**src/rtl/clock_enable_param_pkg.sv**
```systemverilog
// Shared defaults and parameter-legality helper for the clock-enable strobe generator.
// Pure constants and a constant function; no logic.
package clock_enable_param_pkg;

   localparam int DEFAULT_WAIT  = 10;
   localparam int DEFAULT_WIDTH = 4;

   // True when a period of wait_cycles clocks can be counted in a width-bit counter.
   function automatic bit wait_fits(input int wait_cycles, input int width);
      return (wait_cycles >= 1) && (width >= 1) && (width < 31) &&
             (wait_cycles <= (1 << width));
   endfunction

endpackage

```
**src/rtl/clock_enable_param_if.sv**
```systemverilog
// Strobe output bundle: the enable pulse plus the phase counter for observability.
// Master drives, slave observes; no handshake and no backpressure.
interface clock_enable_param_if
   import clock_enable_param_pkg::*;
#(
   parameter int WIDTH = DEFAULT_WIDTH
);

   logic             enable;
   logic [WIDTH-1:0] count;

   modport master (output enable, output count);
   modport slave  (input  enable, input  count);

endinterface

```
**src/rtl/clock_enable_param.sv**
```systemverilog
// One-cycle enable strobe every WAIT clk cycles, registered output, first pulse WAIT edges after reset.
// Free-running: the strobe has no backpressure; synchronous active-high reset restarts the period.
module clock_enable_param
   import clock_enable_param_pkg::*;
#(
   parameter int WAIT  = DEFAULT_WAIT,
   parameter int WIDTH = DEFAULT_WIDTH
) (
   input  logic                 clk,
   input  logic                 reset,
   clock_enable_param_if.master ce
);

   // Terminal count; the counter wraps here, never relying on natural overflow.
   localparam logic [WIDTH-1:0] TC = WIDTH'(WAIT - 1);

   if (!wait_fits(WAIT, WIDTH)) begin : g_bad_params
      $error("clock_enable_param: WAIT=%0d must be >= 1 and fit in WIDTH=%0d bits", WAIT, WIDTH);
   end

   logic [WIDTH-1:0] count;
   logic             enable;

   always_ff @(posedge clk) begin
      if (reset) begin
         count  <= '0;
         enable <= 1'b0;
      end else if (count == TC) begin
         count  <= '0;
         enable <= 1'b1;
      end else begin
         count  <= count + WIDTH'(1);
         enable <= 1'b0;
      end
   end

   assign ce.enable = enable;
   assign ce.count  = count;

endmodule

```
**src/flat_wrapper.sv**
```systemverilog
// flat-port wrapper written by rule: the top's interface ports become plain ports
module clock_enable_param_flat import clock_enable_param_pkg::*;
#(
   parameter int WAIT  = DEFAULT_WAIT,
   parameter int WIDTH = DEFAULT_WIDTH
)
  (clk, reset, ce_enable, ce_count);
  clock_enable_param_if #(.WIDTH(WIDTH)) ce_i ();
  input  logic clk;
  input  logic reset;
  output wire logic [$bits(ce_i.enable)-1:0] ce_enable;
  output wire logic [$bits(ce_i.count)-1:0] ce_count;
  assign ce_enable = ce_i.enable;
  assign ce_count = ce_i.count;
  clock_enable_param #(.WAIT(WAIT), .WIDTH(WIDTH)) u_core (.clk(clk), .reset(reset), .ce(ce_i));
endmodule
```
**config.mk**
```make
export PLATFORM = sky130hd
export DESIGN_NAME = clock_enable_param_flat
export DESIGN_NICKNAME = d
export VERILOG_FILES = /design/src/rtl/clock_enable_param_pkg.sv /design/src/rtl/clock_enable_param_if.sv /design/src/rtl/clock_enable_param.sv /design/src/flat_wrapper.sv
export SDC_FILE = /design/constraint.sdc
export NUM_CORES = 1
export LEC_CHECK = 0
export ABC_AREA = 1
export ABC_CLOCK_PERIOD_IN_PS = 1850
export CAP_MARGIN = 20
export CORE_AREA = 2 2 39 41
export CTS_CLUSTER_DIAMETER = 40
export DETAILED_ROUTE_END_ITERATION = 7
export DIE_AREA = 0 0 41 43
export DONT_BUFFER_PORTS = 1
export PLACE_DENSITY_LB_ADDON = 0.1
export SETUP_SLACK_MARGIN = 0.5
export SLEW_MARGIN = 5
export SYNTH_ARGS = -nofsm -noshare
export SYNTH_HDL_FRONTEND = slang
export SYNTH_SLANG_ARGS = --single-unit
```
**constraint.sdc**
```tcl
create_clock -name clk -period 1.85 [get_ports clk]
set_input_delay 0.185 -clock clk [delete_from_list [all_inputs] [get_ports clk]]
set_output_delay 0.185 -clock clk [all_outputs]
set_load 0.01 [all_outputs]
```
; Word level (Yosys, flattened, before mapping)
; Cells that the tools add are included.
[word_totals]
reg_bits = 5
input_bits = 2
out_inout_bits = 5
[op_classes]
n_addsub = 1
n_eq_ne = 1
mux = 1
n_reduce_logical = 1
[ops]
columns = cell, count
row1 = adder 4 x 1 -> 4 bit (second input constant), 1
row2 = equality test 4 bit (second input constant), 1
row3 = OR reduction 2 bit, 1
row4 = 2-to-1 mux 1 bit, 1

; Logic depth before layout (Yosys ltp)
[depth]
word_depth = 2
ltp_mapped = 5
mapped_depth_nobuf = 5

; Worst setup path after synthesis
; OpenSTA, ideal clock, no wires.
[synth_timing]
path_kind = register -> register
startpoint = register u_core.count[0], in the netlist u_core.ce.count[0]
endpoint = register u_core.count[0], in the netlist u_core.ce.count[0]
setup_time_ps = 123
arrival_time_ps = 840
required_ps = 1727
setup_slack_ps = 886
path_stages_with_launch = 5
n_path_buf = 0
synth_period_minus_slack_ps = 964
path_cell_list = dfxtp_1 -> ha_1 -> nand3_2 -> nand2_4 -> nor2_1
[synth_between]
elab_chain_cells = 2
word_cells_on_any_way = 3
[synth_rtl]
columns = item, line
row1 = start: declaration, clock_enable_param.sv:21  ; logic [WIDTH-1:0] count;
row2 = start signal: assignment, clock_enable_param.sv:32  ; count <= count + WIDTH'(1);
row3 = "parallel branches: the longest is 2 deep, another holds adder 4 x 1 -> 4 bit", -
; Parallel ways; which one is timed is not known.
; A chain may end at the register's enable or synchronous reset.

; Worst setup path after layout
; Same ends and word-level chain as after synthesis.

==> impl_results.md <==
- Status: complete, no violations
- Worst min path class: in -> reg
- Antenna violations before repair: 0
- FP Rows: 14
- # port buffers: 0
- Fin worst setup slack: around 800 ps
- Inserted Clock Buffers: 3
- Final core utilization: 18.6%
- Sw Share: 23.3%
- Clock share of power: 46.9%
- Tot GR Track Use: under 10%
- CTS H-tree lvls: 1
- Synth Area in XOR/XNOR: 4.14%
- Synth Register Bits: 5
- Multi-input gate area in the final layout: between 90 and 100 um2
- Final period utilization: between 50% and 60%
- Multiplexer share of the synthesized area: 0%
- DR vias/cell: between 3 and 4
- Worst endpoint required time: 1970 ps
- CTS Buffer Depth: 2
- Combinational family with the most area after synthesis: simple AND/OR/NAND/NOR gates
- Post-cts sizing count: 0
- Pre-CTS WS: a little under 800 ps
- Final setup violation count: 0
- First-pass GRT wire length: just under 600 um
- Max VDD drop: 289 uV
- Leakage: around 0.1 nW
- CP max FO: 6
- Register area share after synthesis: 47.3%
- Share of post-route cells with drive strength above 1: between 30% and 40%
- Initial DRT Pass Iterations: 2
- Worst skew pair latency: between 200 and 250 ps
- Core area: roughly 1400 um2
- Post-DRT Antenna Nets: 0
- Vias in the first global route: ~140
- Finished Cell Area: 258 um2
- CTS tree: yes
- Largest stage delay, worst path: 460 ps
- Nets: 31
- Filler cells: 150
- Final hold violation count: 0
- Adder-cell share of the synthesized area: 11.8%
- Rel. slew slack: slightly above 80%
- Area growth syn-to-layout: 21.9%
- Post-CTS setup buffers: 0
- Slew Viols, Final: 0
- Share of power burned in registers: a little under half
- Routed length per instance: ~8.6 um
- Sw Pwr: roughly 62 uW
- Register area: between 100 and 150 um2
- RSZ-0062 raised after global routing: no
- # hold bufs at CTS: 0
- Vias: approximately 160
- # diodes: 0
- Setup TNS: 0 ps
- # Max-Cap Violations: 0
- Placement Cell Area: between 200 and 250 um2
- Logic pwr share: roughly 5.7%
- Crit-path slowest cell: dfxtp_1
- Final GP Congestion: 0.705
- DRC errors left: 0
- Placed cells: 38
- Die X: around 40 um
- Hold Path Stages: 1
- WS Path Type: reg -> reg
- Drt total wl: between 300 and 400 um
- Library cells used by synthesis: 13
- Die height: around 43 um
- Gr ovfl total: 0
- CP Data Arrival Time: 1170 ps
- 1st-iter DRT viols: 2
- Synth warn: 0
- Crit path cell chain: ha_1 -> nand3_2 -> nand2_4 -> nor2_1
- Final clock skew: 1.72 ps
- Min Tclk post-route: 1050 ps
- Syn Area/Cell: 9.61 um2
- Crit. End Element: register
- Io pins: 7
- Post-Layout Cell Count: 42
- F_max: about 950 MHz
- Synth Instances: 22
- # clock sinks: 5
- Initial core utilization: roughly 15%
- CTS root buf: clkbuf_4
- Reg2reg path depth: 4
- Synth Cell Area: approximately 210 um2
- Syn Nets: 26
- Reg clk slew, reported paths: around 40 ps
- Worst-Margin Slew: 268 ps
- Pwr per Cell Area: between 1000 and 1500 nW/um2
- Internal power: 202 uW
- Hpwl dp: 285 um
- Critical Path Source Type: register
- Simple-gate share of the synthesized area: about 25%
- Full die area: between 1500 and 2000 um2
- Post-synthesis compound-gate area fraction: between 4 and 5%
- Pin count of the biggest net entering global routing: 7
## cells in the final DEF (no fill, tap or decap)
cell	count
clkbuf_4	3
inv_1	3
nand2_4	1
a21oi_2	1
nor2_2	1
xnor2_1	1
nand3_1	1
inv_2	1
nand4_1	1
dfxtp_1	5
ha_1	2
nand3_2	1
nand2_1	1
clkbuf_1	1
nor2_1	3
## through the flow
step                total power [mW]  hold WS [ps]
finish                         0.264          11.5
CTS                            0.272          3.92
detailed placement             0.143           260
global route                   0.283          2.58
global placement               0.145           259
floorplan                      0.138           257
## final timing paths
path	start	end	slack, ps
hold / removal	reset	u_core.ce.enable	10
setup / recovery	u_core.ce.count[0]	u_core.ce.count[0]	800
hold reg to reg	u_core.ce.count[0]	u_core.ce.count[0]	530
setup reg to reg	u_core.ce.count[0]	u_core.ce.count[0]	800
## per-layer routing
metal	track usage (%)	routed length, um
met3	8.90	87
met5	0	0
met2	5.94	154
met1	4.47	103
met4	6.00	14
## area by class of cell
| cell class | instances | share of cell area (%) |
|---|---|---|
| flip-flops and latches | 5 | 38.8 |
| multi-input cells | 13 | 37.4 |
| clock buffers | 4 | 10.2 |
| well taps | 16 | 7.77 |
| inverters | 4 | 5.83 |
## power by group through the flow
stage	sequential, mW	clock (mW)	combinational (mW)
after floorplan	0.125	0	0.0135
after global placement	0.128	0	0.0163
after detailed placement	0.127	0	0.0156
after CTS	0.126	0.130	0.0157
after global routing	0.126	0.138	0.0186
final	0.125	0.124	0.0150
## registers in the layout, summed over array words and instances, names as in the netlist
name / flops
u_core.ce.count: 4
u_core.ce.enable: 1
## logic make-up (layout without fill, tap and decap cells)
| group | after synthesis | count (layout) |
|---|---|---|
| DFF | 5 | 5 |
| buffers and inverters | 4 | 8 |
| AOI/OAI and AO/OA | 1 | 1 |
| xor gates and xnor gates | 1 | 1 |
| and+or+nand+nor | 9 | 9 |
| adders and majority gates | 2 | 2 |
## critical path: cells and delay by family (launching register included)
| kind | cells | cell delay, ps |
|---|---|---|
| AND/OR/NAND/NOR | 3 | 250 |
| flip-flops | 1 | 460 |
| adder cells (fa/ha/maj) | 1 | 210 |
## cells in the mapped netlist
master   n  area (um2)
nand2_4  1        11.3
inv_2    1        3.75
inv_1    3        11.3
a21oi_2  1        8.76
nand3_2  1        10.0
xnor2_1  1        8.76
nand3_1  1        5.00
ha_1     2        25.0
nor2_1   3        11.3
nand2_1  1        3.75
dfxtp_1  5         100
nor2_2   1        6.26
nand4_1  1        6.26
Power figures use the tool's default switching activity.
